[src/rtl/lane_swap_arbiter_if.sv]
// Requester/consumer handshake bundle for lane_swap_arbiter.
// The arbiter takes the slave modport; producers and the consumer drive the master side.
interface lane_swap_arbiter_if #(
  parameter int NREQ  = 4,
  parameter int WIDTH = 2
);
  localparam int IDW = $clog2(NREQ);

  logic [NREQ-1:0]       req_valid;
  logic [NREQ*WIDTH-1:0] req_data;
  logic [NREQ-1:0]       req_ready;
  logic [NREQ-1:0]       cfg_swap;
  logic                  out_valid;
  logic [WIDTH-1:0]      out_data;
  logic [IDW-1:0]        out_id;
  logic                  out_ready;

  modport slave (
    input  req_valid, req_data, cfg_swap, out_ready,
    output req_ready, out_valid, out_data, out_id
  );

  modport master (
    output req_valid, req_data, cfg_swap, out_ready,
    input  req_ready, out_valid, out_data, out_id
  );
endinterface

[src/rtl/lane_swap_arbiter.sv]
// Round-robin arbiter feeding one registered pair-swap stage tagged with the winner index.
// Define LANE_SWAP_ARB_CNT_EN to add the saturating 8-bit accepted-word counter xfer_cnt.
module lane_swap_arbiter #(
  parameter int NREQ  = 4,
  parameter int WIDTH = 2
) (
  input  logic                 clk,
  input  logic                 rst,
  lane_swap_arbiter_if.slave   bus
`ifdef LANE_SWAP_ARB_CNT_EN
  ,
  output logic [7:0]           xfer_cnt
`endif
);

  localparam int IDW = $clog2(NREQ);

  typedef enum logic {EMPTY, FULL} state_t;

  state_t           state_q, state_d;
  logic [IDW-1:0]   ptr_q, ptr_d;
  logic [WIDTH-1:0] data_q, data_d;
  logic [IDW-1:0]   id_q, id_d;

  logic             hi_found, lo_found;
  logic [IDW-1:0]   hi_idx, lo_idx, grant_idx;
  logic             can_accept, accept;
  logic [WIDTH-1:0] word, swapped;

  // Rotating priority split in two passes: lowest valid at or above ptr wins,
  // otherwise wrap around to the lowest valid overall.
  always_comb begin
    hi_found = 1'b0;
    lo_found = 1'b0;
    hi_idx   = '0;
    lo_idx   = '0;
    for (int unsigned i = 0; i < NREQ; i++) begin
      if (bus.req_valid[i] && !lo_found) begin
        lo_found = 1'b1;
        lo_idx   = IDW'(i);
      end
      if (bus.req_valid[i] && !hi_found && (i >= 32'(ptr_q))) begin
        hi_found = 1'b1;
        hi_idx   = IDW'(i);
      end
    end
    grant_idx = hi_found ? hi_idx : lo_idx;
  end

  always_comb begin
    word    = bus.req_data[32'(grant_idx)*WIDTH +: WIDTH];
    swapped = '0;
    for (int unsigned k = 0; k < WIDTH/2; k++) begin
      swapped[2*k]   = word[2*k+1];
      swapped[2*k+1] = word[2*k];
    end
  end

  // rst gates the handshake so nothing can appear accepted while the stage is held in reset.
  assign can_accept = (state_q == EMPTY) || bus.out_ready;
  assign accept     = can_accept && lo_found && !rst;

  always_comb begin
    state_d       = state_q;
    ptr_d         = ptr_q;
    data_d        = data_q;
    id_d          = id_q;
    bus.req_ready = '0;
    if (accept) begin
      bus.req_ready[grant_idx] = 1'b1;
      state_d = FULL;
      data_d  = bus.cfg_swap[grant_idx] ? swapped : word;
      id_d    = grant_idx;
      ptr_d   = (grant_idx == IDW'(NREQ-1)) ? '0 : grant_idx + 1'b1;
    end else if ((state_q == FULL) && bus.out_ready) begin
      state_d = EMPTY;
    end
  end

  always_ff @(posedge clk or posedge rst) begin
    if (rst) begin
      state_q <= EMPTY;
      ptr_q   <= '0;
      data_q  <= '0;
      id_q    <= '0;
    end else begin
      state_q <= state_d;
      ptr_q   <= ptr_d;
      data_q  <= data_d;
      id_q    <= id_d;
    end
  end

  assign bus.out_valid = (state_q == FULL);
  assign bus.out_data  = data_q;
  assign bus.out_id    = id_q;

`ifdef LANE_SWAP_ARB_CNT_EN
  logic [7:0] cnt_q;

  always_ff @(posedge clk or posedge rst) begin
    if (rst) begin
      cnt_q <= '0;
    end else if (accept && (cnt_q != 8'hFF)) begin
      cnt_q <= cnt_q + 8'd1;
    end
  end

  assign xfer_cnt = cnt_q;
`endif

endmodule

[src/flat_wrapper.sv]
// flat-port wrapper written by rule: the top's interface ports become plain ports
module lane_swap_arbiter_flat 
#(
  parameter int NREQ  = 4,
  parameter int WIDTH = 2
)
  (clk, rst, bus_req_valid, bus_req_data, bus_cfg_swap, bus_out_ready, bus_req_ready, bus_out_valid, bus_out_data, bus_out_id);
  lane_swap_arbiter_if #(.NREQ(NREQ), .WIDTH(WIDTH)) bus_i ();
  input  logic clk;
  input  logic rst;
  input wire logic [$bits(bus_i.req_valid)-1:0] bus_req_valid;
  input wire logic [$bits(bus_i.req_data)-1:0] bus_req_data;
  input wire logic [$bits(bus_i.cfg_swap)-1:0] bus_cfg_swap;
  input wire logic [$bits(bus_i.out_ready)-1:0] bus_out_ready;
  output wire logic [$bits(bus_i.req_ready)-1:0] bus_req_ready;
  output wire logic [$bits(bus_i.out_valid)-1:0] bus_out_valid;
  output wire logic [$bits(bus_i.out_data)-1:0] bus_out_data;
  output wire logic [$bits(bus_i.out_id)-1:0] bus_out_id;
  assign bus_i.req_valid = bus_req_valid;
  assign bus_i.req_data = bus_req_data;
  assign bus_i.cfg_swap = bus_cfg_swap;
  assign bus_i.out_ready = bus_out_ready;
  assign bus_req_ready = bus_i.req_ready;
  assign bus_out_valid = bus_i.out_valid;
  assign bus_out_data = bus_i.out_data;
  assign bus_out_id = bus_i.out_id;
  lane_swap_arbiter #(.NREQ(NREQ), .WIDTH(WIDTH)) u_core (.clk(clk), .rst(rst), .bus(bus_i));
endmodule
[config.mk]
export PLATFORM = sky130hd
export DESIGN_NAME = lane_swap_arbiter_flat
export DESIGN_NICKNAME = d
export VERILOG_FILES = /design/src/rtl/lane_swap_arbiter_if.sv /design/src/rtl/lane_swap_arbiter.sv /design/src/flat_wrapper.sv
export SDC_FILE = /design/constraint.sdc
export NUM_CORES = 1
export LEC_CHECK = 0
export CAP_MARGIN = 20
export CORE_MARGIN = 2
export CORE_UTILIZATION = 35
export CTS_BUF_LIST = sky130_fd_sc_hd__clkbuf_4
export DETAILED_ROUTE_END_ITERATION = 8
export DONT_BUFFER_PORTS = 1
export GPL_TIMING_DRIVEN = 0
export PLACE_DENSITY = 0.59
export REMOVE_ABC_BUFFERS = 1
export SETUP_SLACK_MARGIN = 0.1
export SYNTH_ARGS = -nofsm -noshare
export SYNTH_HDL_FRONTEND = slang
export SYNTH_SLANG_ARGS = --single-unit
[constraint.sdc]
create_clock -name clk -period 2.2 [get_ports clk]
set_clock_uncertainty 0.15 [all_clocks]
set_input_delay 0.33 -clock clk [delete_from_list [all_inputs] [get_ports clk]]
set_output_delay 0.33 -clock clk [all_outputs]
set_load 0.05 [all_outputs]
==> flow_summary.toml <==
[global_route]
groute.usage.overall_pct = 14.1
grt_pass1_wl_mm = 1.99
grt_max_degree = 9
grt_antenna_before_repair = 0
overflow = 0
grt_pass1_vias = 436

[finish]
final_cells = 83
final_cell_area_um2 = 761
layout.nets = 91
drive_above_1_share_pct = 55.2
mostFrequentLayoutCells = "7 x mux2i_1, 7 x buf_4, 5 x dfrtp_1"
syn2layout_area_growth_pct = 33.0
n_antenna_cell = 0
fillers = 136

[route]
drt_iter0_markers = 5
wl_met1_um = 527
route.detailed.drc = 0
routed_wl_mm = 1.27
met3_length_um = 47
wl_met2_um = 697
highest_layer = "met3"
drtPass1Iterations = 4
wl_per_cell_um = 15.3
vias_per_cell = 5.16
drtAntennaViolNets = 0
vias = 428

[clock_tree]
clock-sinks = 7
clk_latency_ns = 0.25
clk_path_buf_depth = 2
cts.clk_slew.worst_paths_ns = 0.05
cts_tree = "done"
clockRootBuffer = "clkbuf_4"
cts.htree.levels = 1
numCtsBuffers = 3

[worst_setup_path]
worst-setup-path-type = "flop to primary output"
arrival_ns = 1.76
r2r_slack_ns = 0.04
cp-start-kind = "flop"
worstPathRequired_ns = 1.72
path_max_fanout = 5
end_kind = "primary output"

[yosys]
yosysWarnings = 0
ys_types = 20
ys_ff_latch = 7
netlist.top_cell.by_area = "dfrtp_1"
netlist_instances = 55
syn_area_um2 = 572
synth_area_leaders = "dfrtp_1 31%, mux2i_1 12%, mux2_2 12%"
ys_seq_area_share_pct = 30.6
syn_area_per_cell_um2 = 10.4
synth_top_cell_area_share_pct = 30.6

[timing]
period_share_pct = 102
setup_viol_count_final = 4
tightest_slew_ns = 0.510
hold_viol = 0
rsz0062_at_grt = "true"
relSlewSlack_pct = 65.7
setup_tns_ns = -0.138
finalMaxSlewViolations = 0
max_freq_mhz = 446
worst_slack_ns = -0.0415
fin_crit_ns = 2.24

[flow_run]
drv_cap = 0

[status]
failed_checks = "setup timing"
status = "finished, violations left"

[placed_design]
hpwl_um = 765
gp_congestion = 0.613
port_buffers = 0
post_dp_cell_area_um2 = 573
dp_cells = 70

[power]
leakage_uw = 0.000347
p_per_area_nw_per_um2 = 1250
p_total_uw = 954
irDropWorstVdd_uv = 782

[floorplanning]
core_um2 = 1520
ioPinCount = 28
num_rows = 14
start_util_pct = 37.5
die_y_um = 44.4
die-area_um2 = 1970
die_w_um = 44.4

[worst_hold_path]
min_path_type = "input port to flop"
==> worst paths after layout <==
| check | from | to | cells after the start |
|---|---|---|---|
| worst max-delay path | u_core.ptr_q[1]$_DFFE_PP0P_ | bus_req_ready[3] | 6 |
| worst min-delay path | rst | u_core.ptr_q[1]$_DFFE_PP0P_ | 2 |
| worst max register to register | u_core.ptr_q[1]$_DFFE_PP0P_ | u_core.bus.out_data[1]$_DFFE_PP0P_ | 7 |
| worst min register to register | u_core.ptr_q[0]$_DFFE_PP0P_ | u_core.ptr_q[0]$_DFFE_PP0P_ | 2 |
| max in group asynchronous | rst | u_core.bus.out_valid$_DFFE_PP0P_ | 2 |
| min in group asynchronous | rst | u_core.ptr_q[1]$_DFFE_PP0P_ | 2 |
==> through the flow <==
stage	util (%)	hold WS (ns)	setup WS, ns
finish	49.9	0.221	-0.0415
detailed placement	37.6	0.0144	-0.297
floorplan	-	-0.0166	-0.288
CTS	48.9	0.220	-0.00961
global placement	37.3	0.0146	-0.638
global route	49.9	0.218	-0.107
==> power breakdown <==
part           internal (µW)  switching, µW
sequential               179            166
combinational            266            214
clock                   81.5           46.6
==> layout make-up <==
type	count	area (µm²)	area share, %
multi-input combinational	41	427	56.1
sequential	7	178	23.4
timing repair buffer	10	87.6	11.5
clock buffer	4	30.0	3.95
tap	16	20.0	2.63
inverter	5	18.8	2.47
==> per-layer routing <==
layer,global-route usage [%],up-vias
li1,-,214
met1,16.8,205
met2,24.7,9
met3,2.86,0
met4,5.45,0
met5,0,-
==> cells by family (layout without fill, tap and decap cells) <==
group | after synthesis | after routing | synth area share [%]
mux | 15 | 15 | 28.0
compound gates | 9 | 9 | 12.9
fa+ha+maj | 4 | 4 | 8.75
buf+inv | 7 | 19 | 7.44
simple gates | 13 | 13 | 12.3
flops | 7 | 7 | 30.6
==> Yosys cell counts <==
master / count
o2bb2a_4: 1
nand2b_1: 1
and2_1: 4
nor2b_1: 1
a21oi_1: 5
mux2_2: 6
or2_2: 1
buf_12: 1
dfrtp_1: 7
ha_1: 4
clkbuf_1: 1
nor3_1: 1
mux2_1: 2
inv_1: 5
nor4_1: 1
a311oi_2: 1
mux2i_1: 7
o21ai_1: 1
a21oi_2: 1
nor2_1: 4
==> what timing repair did <==
| action | in CTS | in global routing |
|---|---|---|
| endpoints found under the setup margin | 8 | 6 |
| pin swaps | 8 | 0 |
| buffers inserted | 6 | 2 |
| hold endpoints to repair | 7 | 0 |
| resized for setup | 23 | 1 |
| hold buffers | 1 | 0 |
==> registers in the layout (all words and copies together), names as in the netlist <==
name and count:
u_core.ptr_q 2, u_core.bus.out_valid 1, u_core.bus.out_id 2, u_core.bus.out_data 2
==> critical path, stage by stage (launching register included) <==
cell and delay (ns):
dfrtp_2 0.40, mux2i_1 0.19, nor2_1 0.09, a311oi_4 0.28, buf_4 0.20, ha_4 0.12, and2_4 0.22
Note: power is estimated with default switching activity, not from simulation.
